[src/rtl/memory_port_arbiter.sv]
// Two-requester arbiter (fetch IF, memory-access MA) for one single-cycle-latency memory port.
// Define MEMORY_PORT_ARBITER_STARVE_GUARD_EN to compile in the IF anti-starvation guard.
module memory_port_arbiter #(
    parameter int STARVE_LIMIT = 4
) (
    input  logic        clk,
    input  logic        reset,
    input  logic        if_req,
    input  logic [15:0] if_addr,
    output logic        if_grant,
    output logic [15:0] if_rdata,
    output logic        if_rvalid,
    input  logic        if_flush,
    input  logic        ma_req,
    input  logic        ma_we,
    input  logic [15:0] ma_addr,
    input  logic [15:0] ma_wdata,
    output logic        ma_grant,
    output logic [15:0] ma_rdata,
    output logic        ma_rvalid,
    output logic [15:0] mem_addr,
    output logic [15:0] mem_wdata,
    output logic        mem_we,
    input  logic [15:0] mem_rdata,
    output logic        stall_if,
    output logic        stall_ma
);

    typedef enum logic [1:0] {
        TAG_NONE  = 2'd0,
        TAG_IF_RD = 2'd1,
        TAG_MA_RD = 2'd2,
        TAG_MA_WR = 2'd3
    } tag_t;

    logic        force_if_s;
    logic        if_grant_s;
    logic        ma_grant_s;
    tag_t        tag_c1_next_s;
    tag_t        tag_c1_r;
    logic [15:0] mem_addr_r;
    logic [15:0] mem_wdata_r;
    logic        mem_we_r;
    logic        if_rvalid_r;
    logic        ma_rvalid_r;

`ifdef MEMORY_PORT_ARBITER_STARVE_GUARD_EN
    localparam int CNT_W = $clog2(STARVE_LIMIT + 1);
    localparam logic [CNT_W-1:0] CNT_MAX = CNT_W'(STARVE_LIMIT);

    logic [CNT_W-1:0] starve_cnt_r;

    // Count consecutive cycles IF waits; saturate so IF keeps priority until it transfers.
    always_ff @(posedge clk or posedge reset) begin
        if (reset) begin
            starve_cnt_r <= {CNT_W{1'b0}};
        end else if (if_req && !if_grant_s) begin
            if (starve_cnt_r != CNT_MAX) begin
                starve_cnt_r <= starve_cnt_r + CNT_W'(1);
            end else begin
                starve_cnt_r <= starve_cnt_r;
            end
        end else begin
            starve_cnt_r <= {CNT_W{1'b0}};
        end
    end

    assign force_if_s = (starve_cnt_r == CNT_MAX);
`else
    // Strict MA priority: the limit never takes effect in this build.
    assign force_if_s = (STARVE_LIMIT < 0);
`endif

    // Grant selection: MA (older instruction) first unless IF has been starved.
    always_comb begin
        if_grant_s = 1'b0;
        ma_grant_s = 1'b0;
        if (reset) begin
            if_grant_s = 1'b0;
            ma_grant_s = 1'b0;
        end else if (if_req && (force_if_s || !ma_req)) begin
            if_grant_s = 1'b1;
        end else if (ma_req) begin
            ma_grant_s = 1'b1;
        end else begin
            if_grant_s = 1'b0;
            ma_grant_s = 1'b0;
        end
    end

    // Owner tag for the access entering C1; a flush on the transfer edge drops an IF read.
    always_comb begin
        tag_c1_next_s = TAG_NONE;
        if (ma_grant_s) begin
            tag_c1_next_s = ma_we ? TAG_MA_WR : TAG_MA_RD;
        end else if (if_grant_s && !if_flush) begin
            tag_c1_next_s = TAG_IF_RD;
        end else begin
            tag_c1_next_s = TAG_NONE;
        end
    end

    // C1 stage: launch the accepted access on the memory port, hold address/data when idle.
    always_ff @(posedge clk or posedge reset) begin
        if (reset) begin
            tag_c1_r    <= TAG_NONE;
            mem_addr_r  <= 16'h0000;
            mem_wdata_r <= 16'h0000;
            mem_we_r    <= 1'b0;
        end else begin
            tag_c1_r <= tag_c1_next_s;
            if (ma_grant_s) begin
                mem_addr_r  <= ma_addr;
                mem_wdata_r <= ma_wdata;
                mem_we_r    <= ma_we;
            end else if (if_grant_s) begin
                mem_addr_r <= if_addr;
                mem_we_r   <= 1'b0;
            end else begin
                mem_we_r <= 1'b0;
            end
        end
    end

    // C2 stage: the owner tag becomes the response valid when read data is returned.
    always_ff @(posedge clk or posedge reset) begin
        if (reset) begin
            if_rvalid_r <= 1'b0;
            ma_rvalid_r <= 1'b0;
        end else begin
            if_rvalid_r <= (tag_c1_r == TAG_IF_RD) && !if_flush;
            ma_rvalid_r <= (tag_c1_r == TAG_MA_RD);
        end
    end

    assign if_grant  = if_grant_s;
    assign ma_grant  = ma_grant_s;
    assign mem_addr  = mem_addr_r;
    assign mem_wdata = mem_wdata_r;
    assign mem_we    = mem_we_r;
    assign if_rvalid = if_rvalid_r;
    assign ma_rvalid = ma_rvalid_r;
    assign if_rdata  = mem_rdata;
    assign ma_rdata  = mem_rdata;
    assign stall_if  = if_req & ~if_grant_s;
    assign stall_ma  = ma_req & ~ma_grant_s;

endmodule

[config.mk]
export PLATFORM = sky130hd
export DESIGN_NAME = memory_port_arbiter
export DESIGN_NICKNAME = d
export VERILOG_FILES = /design/src/rtl/memory_port_arbiter.sv
export SDC_FILE = /design/constraint.sdc
export NUM_CORES = 1
export LEC_CHECK = 0
export BUFFER_PORTS_ARGS = -buffer_cell sky130_fd_sc_hd__buf_2
export CAP_MARGIN = 20
export CELL_PAD_IN_SITES_DETAIL_PLACEMENT = 0
export CELL_PAD_IN_SITES_GLOBAL_PLACEMENT = 1
export CORE_MARGIN = 2
export CORE_UTILIZATION = 26
export CTS_CLUSTER_SIZE = 16
export DETAILED_ROUTE_END_ITERATION = 12
export PLACE_DENSITY = 0.71
export SLEW_MARGIN = 20
export SYNTH_ARGS = -nofsm -noshare
export SYNTH_HDL_FRONTEND = slang
export SYNTH_SLANG_ARGS = --single-unit
[constraint.sdc]
create_clock -name clk -period 1.1 [get_ports clk]
set_input_delay 0.165 -clock clk [delete_from_list [all_inputs] [get_ports clk]]
set_output_delay 0.165 -clock clk [all_outputs]
set_load 0.05 [all_outputs]
==> run_results.csv <==
group,metric,value,unit
status,outcome,"completed",
setup_path,reg2reg_to,"mem_wdata[2]",
placed_design,port_buffers,92,
setup_path,path_depth,1,
routing,dr.first_iter.drc_count,81,
sta,finalClockSkew,0.004099,ns
sta,tightest_slew,0.3556,ns
grt,top_usage_layer,"met2",
cells_and_area,layout.nets,279,
logic_synthesis,yosysTopAreaCell,"dfrtp_1",
setup_path,cp-end-kind,"primary output",
power,power.leakage,1.155,nW
routing,drt_wl_total,4.190,mm
placed_design,globalplace.congestion,0.6436,
grt,grt_antenna_before_repair,0,
clock_tree,tritoncts,"built",
clock_tree,cts-buffers-inserted,5,
cells_and_area,syn2layout_area_growth,28.85,%
power,cellPowerDensity,1632,mW/mm^2
sta,setup_viol,0,
floorplanning,row_count,31,
logic_synthesis,synth.top_cells.by_area,"dfrtp_1 49%, buf_4 13%, o221a_2 9.4%, or4b_1 8.4%, mux2_4 6.3%",
sta,fin_crit_sh,0.9591,
setup_path,cp_max_fo,2,
clock_tree,clock_sinks,37,
grt,first_global_vias,1252,
routing,routedWlPerCell,13.56,um
grt,grt_max_degree,24,
setup_path,r2r-start,"mem_wdata[2]",
clock_tree,cts-root-buf,"clkbuf_8",
setup_path,worstPathRequired,0.94,ns
clock_tree,clkLatencyLatePin,0.28,ns
flow_run,maxCapViolCount,0,
logic_synthesis,ys_ff_latch,37,
logic_synthesis,ys_types,22,
setup_path,worstSetupEndpoint,"mem_addr[12]",
sta,slew_viol_final,0,
sta,max_slew_margin,0.7629,
logic_synthesis,mappedNetlistArea,0.001908,sq mm
setup_path,rrSetupSlack,0.34,ns
clock_tree,htree_levels,2,
routing,drc,0,
sta,max_freq,947.9,MHz
worst_hold_path,hold_path.class,"primary input to async pin",
setup_path,slowest_stage,"dfrtp_1",
cells_and_area,instances_no_fill,309,
floorplanning,fp.coreArea,0.007176,sq mm
grt,overflow,0,
floorplanning,die_h,89.67,um
power,peakVddDrop,0.0004724,V
routing,drtPass1Iterations,4,
floorplanning,die_w,89.67,um
grt,grt_usage,0.1050,
cells_and_area,diodes,0,
logic_synthesis,synth_cells,141,
floorplanning,io_pins,141,
setup_path,critPathLaunch,"mem_addr[12]",
setup_path,reg2reg_depth,1,
grt,grt_util_met2,0.1658,
sta,hold_viol,0,
power,power,4.012,mW
routing,antenna_left,0,
setup_path,critical_path_arrival,0.89,ns
setup_path,slowest_delay,0.39,ns
grt,grt_pass1_wl,6.258,mm
setup_path,cpLargestDelayFamily,"flip-flops",
routing,route.vias.total,1310,
routing,viasPerCell,4.239,
logic_synthesis,seq_area_frac_synth,0.4852,
logic_synthesis,syn_nets,211,
floorplanning,fp.dieArea,0.008040,sq mm
setup_path,crit_path_cell_trace,"clkbuf_4",
logic_synthesis,yosys_warnings,0,
clock_tree,clk_pin_slew_worst_paths,0.07,ns
sta,post-route-min-period,1.055,ns
cells_and_area,drive_above_1_share,0.7095,
floorplanning,initial_core_util,0.2659,
logic_synthesis,yosys.area.top_type_share,0.4852,
cells_and_area,multiInputGateArea,638.1,sq um
cells_and_area,n_fill_cell,743,
setup_path,worst-path-buf-inv,1,
logic_synthesis,synth.avg_cell_area,13.53,sq um
placed_design,dp.cells,298,
setup_path,path_class,"flip-flop to primary output",
clock_tree,clock_path_buffers,2,
setup_path,startpoint_type,"flip-flop",
cells_and_area,seqCellArea,925.9,sq um
placed_design,dpl.hpwl,3.167,mm
grt,use_met3,0.03199,
grt,grt_use_met1,0.1319,
worst min-delay path by stage:
stage,start,end,slack [ns],cells after the start
detailed placement,mem_rdata[5],if_rdata[5],0.33,0
global route,if_flush,if_rvalid,0.05,2
global placement,mem_rdata[5],if_rdata[5],0.33,0
CTS,reset,mem_addr[6],0.05,4
finish,reset,mem_addr[6],0.05,4
floorplan,if_flush,if_rvalid,0.23,1
per-layer routing:
| metal | up-vias | routed length (um) |
|---|---|---|
| li1 | 617 | - |
| met1 | 620 | 1788 |
| met2 | 67 | 1972 |
| met3 | 6 | 349 |
| met4 | 0 | 80 |
| met5 | - | 0 |
state kept, by name (all words and copies together) (netlist names):
signal     count
mem_we         1
if_rvalid      1
mem_addr      16
mem_wdata     16
ma_rvalid      1
tag_c1_r       2
stage by stage:
step	hold WS (ns)	TNS [ns]	instance area (sq um)	utilization	setup slack [ns]
final	0.05306	0	2459	0.3426	0.04500
after global routing	0.05251	-0.00009837	2459	0.3426	-0.00009837
after CTS	0.04501	0	2409	0.3357	0.0005068
after detailed placement	0.3305	-4.076	2247	0.3132	-0.1683
after global placement	0.3305	-3.486	2247	0.3132	-0.1513
after floorplan	0.2348	0	1931	-	0.002994
placed cells by master, fill, tap and decap left out, types with 7 or more instances in the layout:
master	n
mux2_2	8
clkbuf_8	7
dfrtp_1	37
mux2_4	8
clkbuf_4	18
o221a_2	16
buf_4	18
or4b_1	16
buf_2	66
repair_timing:
action,CTS,global route
hold buffers,0,0
gates resized for setup,8,22
endpoints found under the setup margin,6,20
buffers inserted,3,0
power breakdown:
group          total (mW)  switching (mW)  internal, mW
clock network        1.02           0.450         0.566
logic                1.37           0.884         0.488
registers            1.62          0.0909          1.53
total                4.01            1.43          2.59
kinds of logic (layout without fill, tap and decap cells):
group,Yosys count,in the layout,synth area share
buf+inv,45,114,0.1862
compound gates,19,19,0.1062
flops,37,37,0.4852
mux,16,16,0.1102
simple gates,24,24,0.1121
cells in the mapped netlist:
master	instances
a21oi_1	1
and2_1	1
and2_2	1
buf_2	3
buf_4	33
buf_6	4
buf_8	2
clkbuf_2	1
dfrtp_1	37
inv_1	1
inv_6	1
mux2_2	8
mux2_4	8
nand2_1	1
nand2b_1	1
nor2b_1	1
nor3b_1	2
o21a_1	1
o21ba_2	1
o221a_2	16
or3b_1	1
or4b_1	16
cell type report:
type,instances,area share
multi-input combinational,59,0.2595
tap,99,0.05038
timing repair buffer,104,0.2570
sequential,37,0.3766
inverter,2,0.01527
clock buffer,7,0.03919
clock inverter,1,0.002036
No activity file was read; power rests on OpenSTA's default activity.
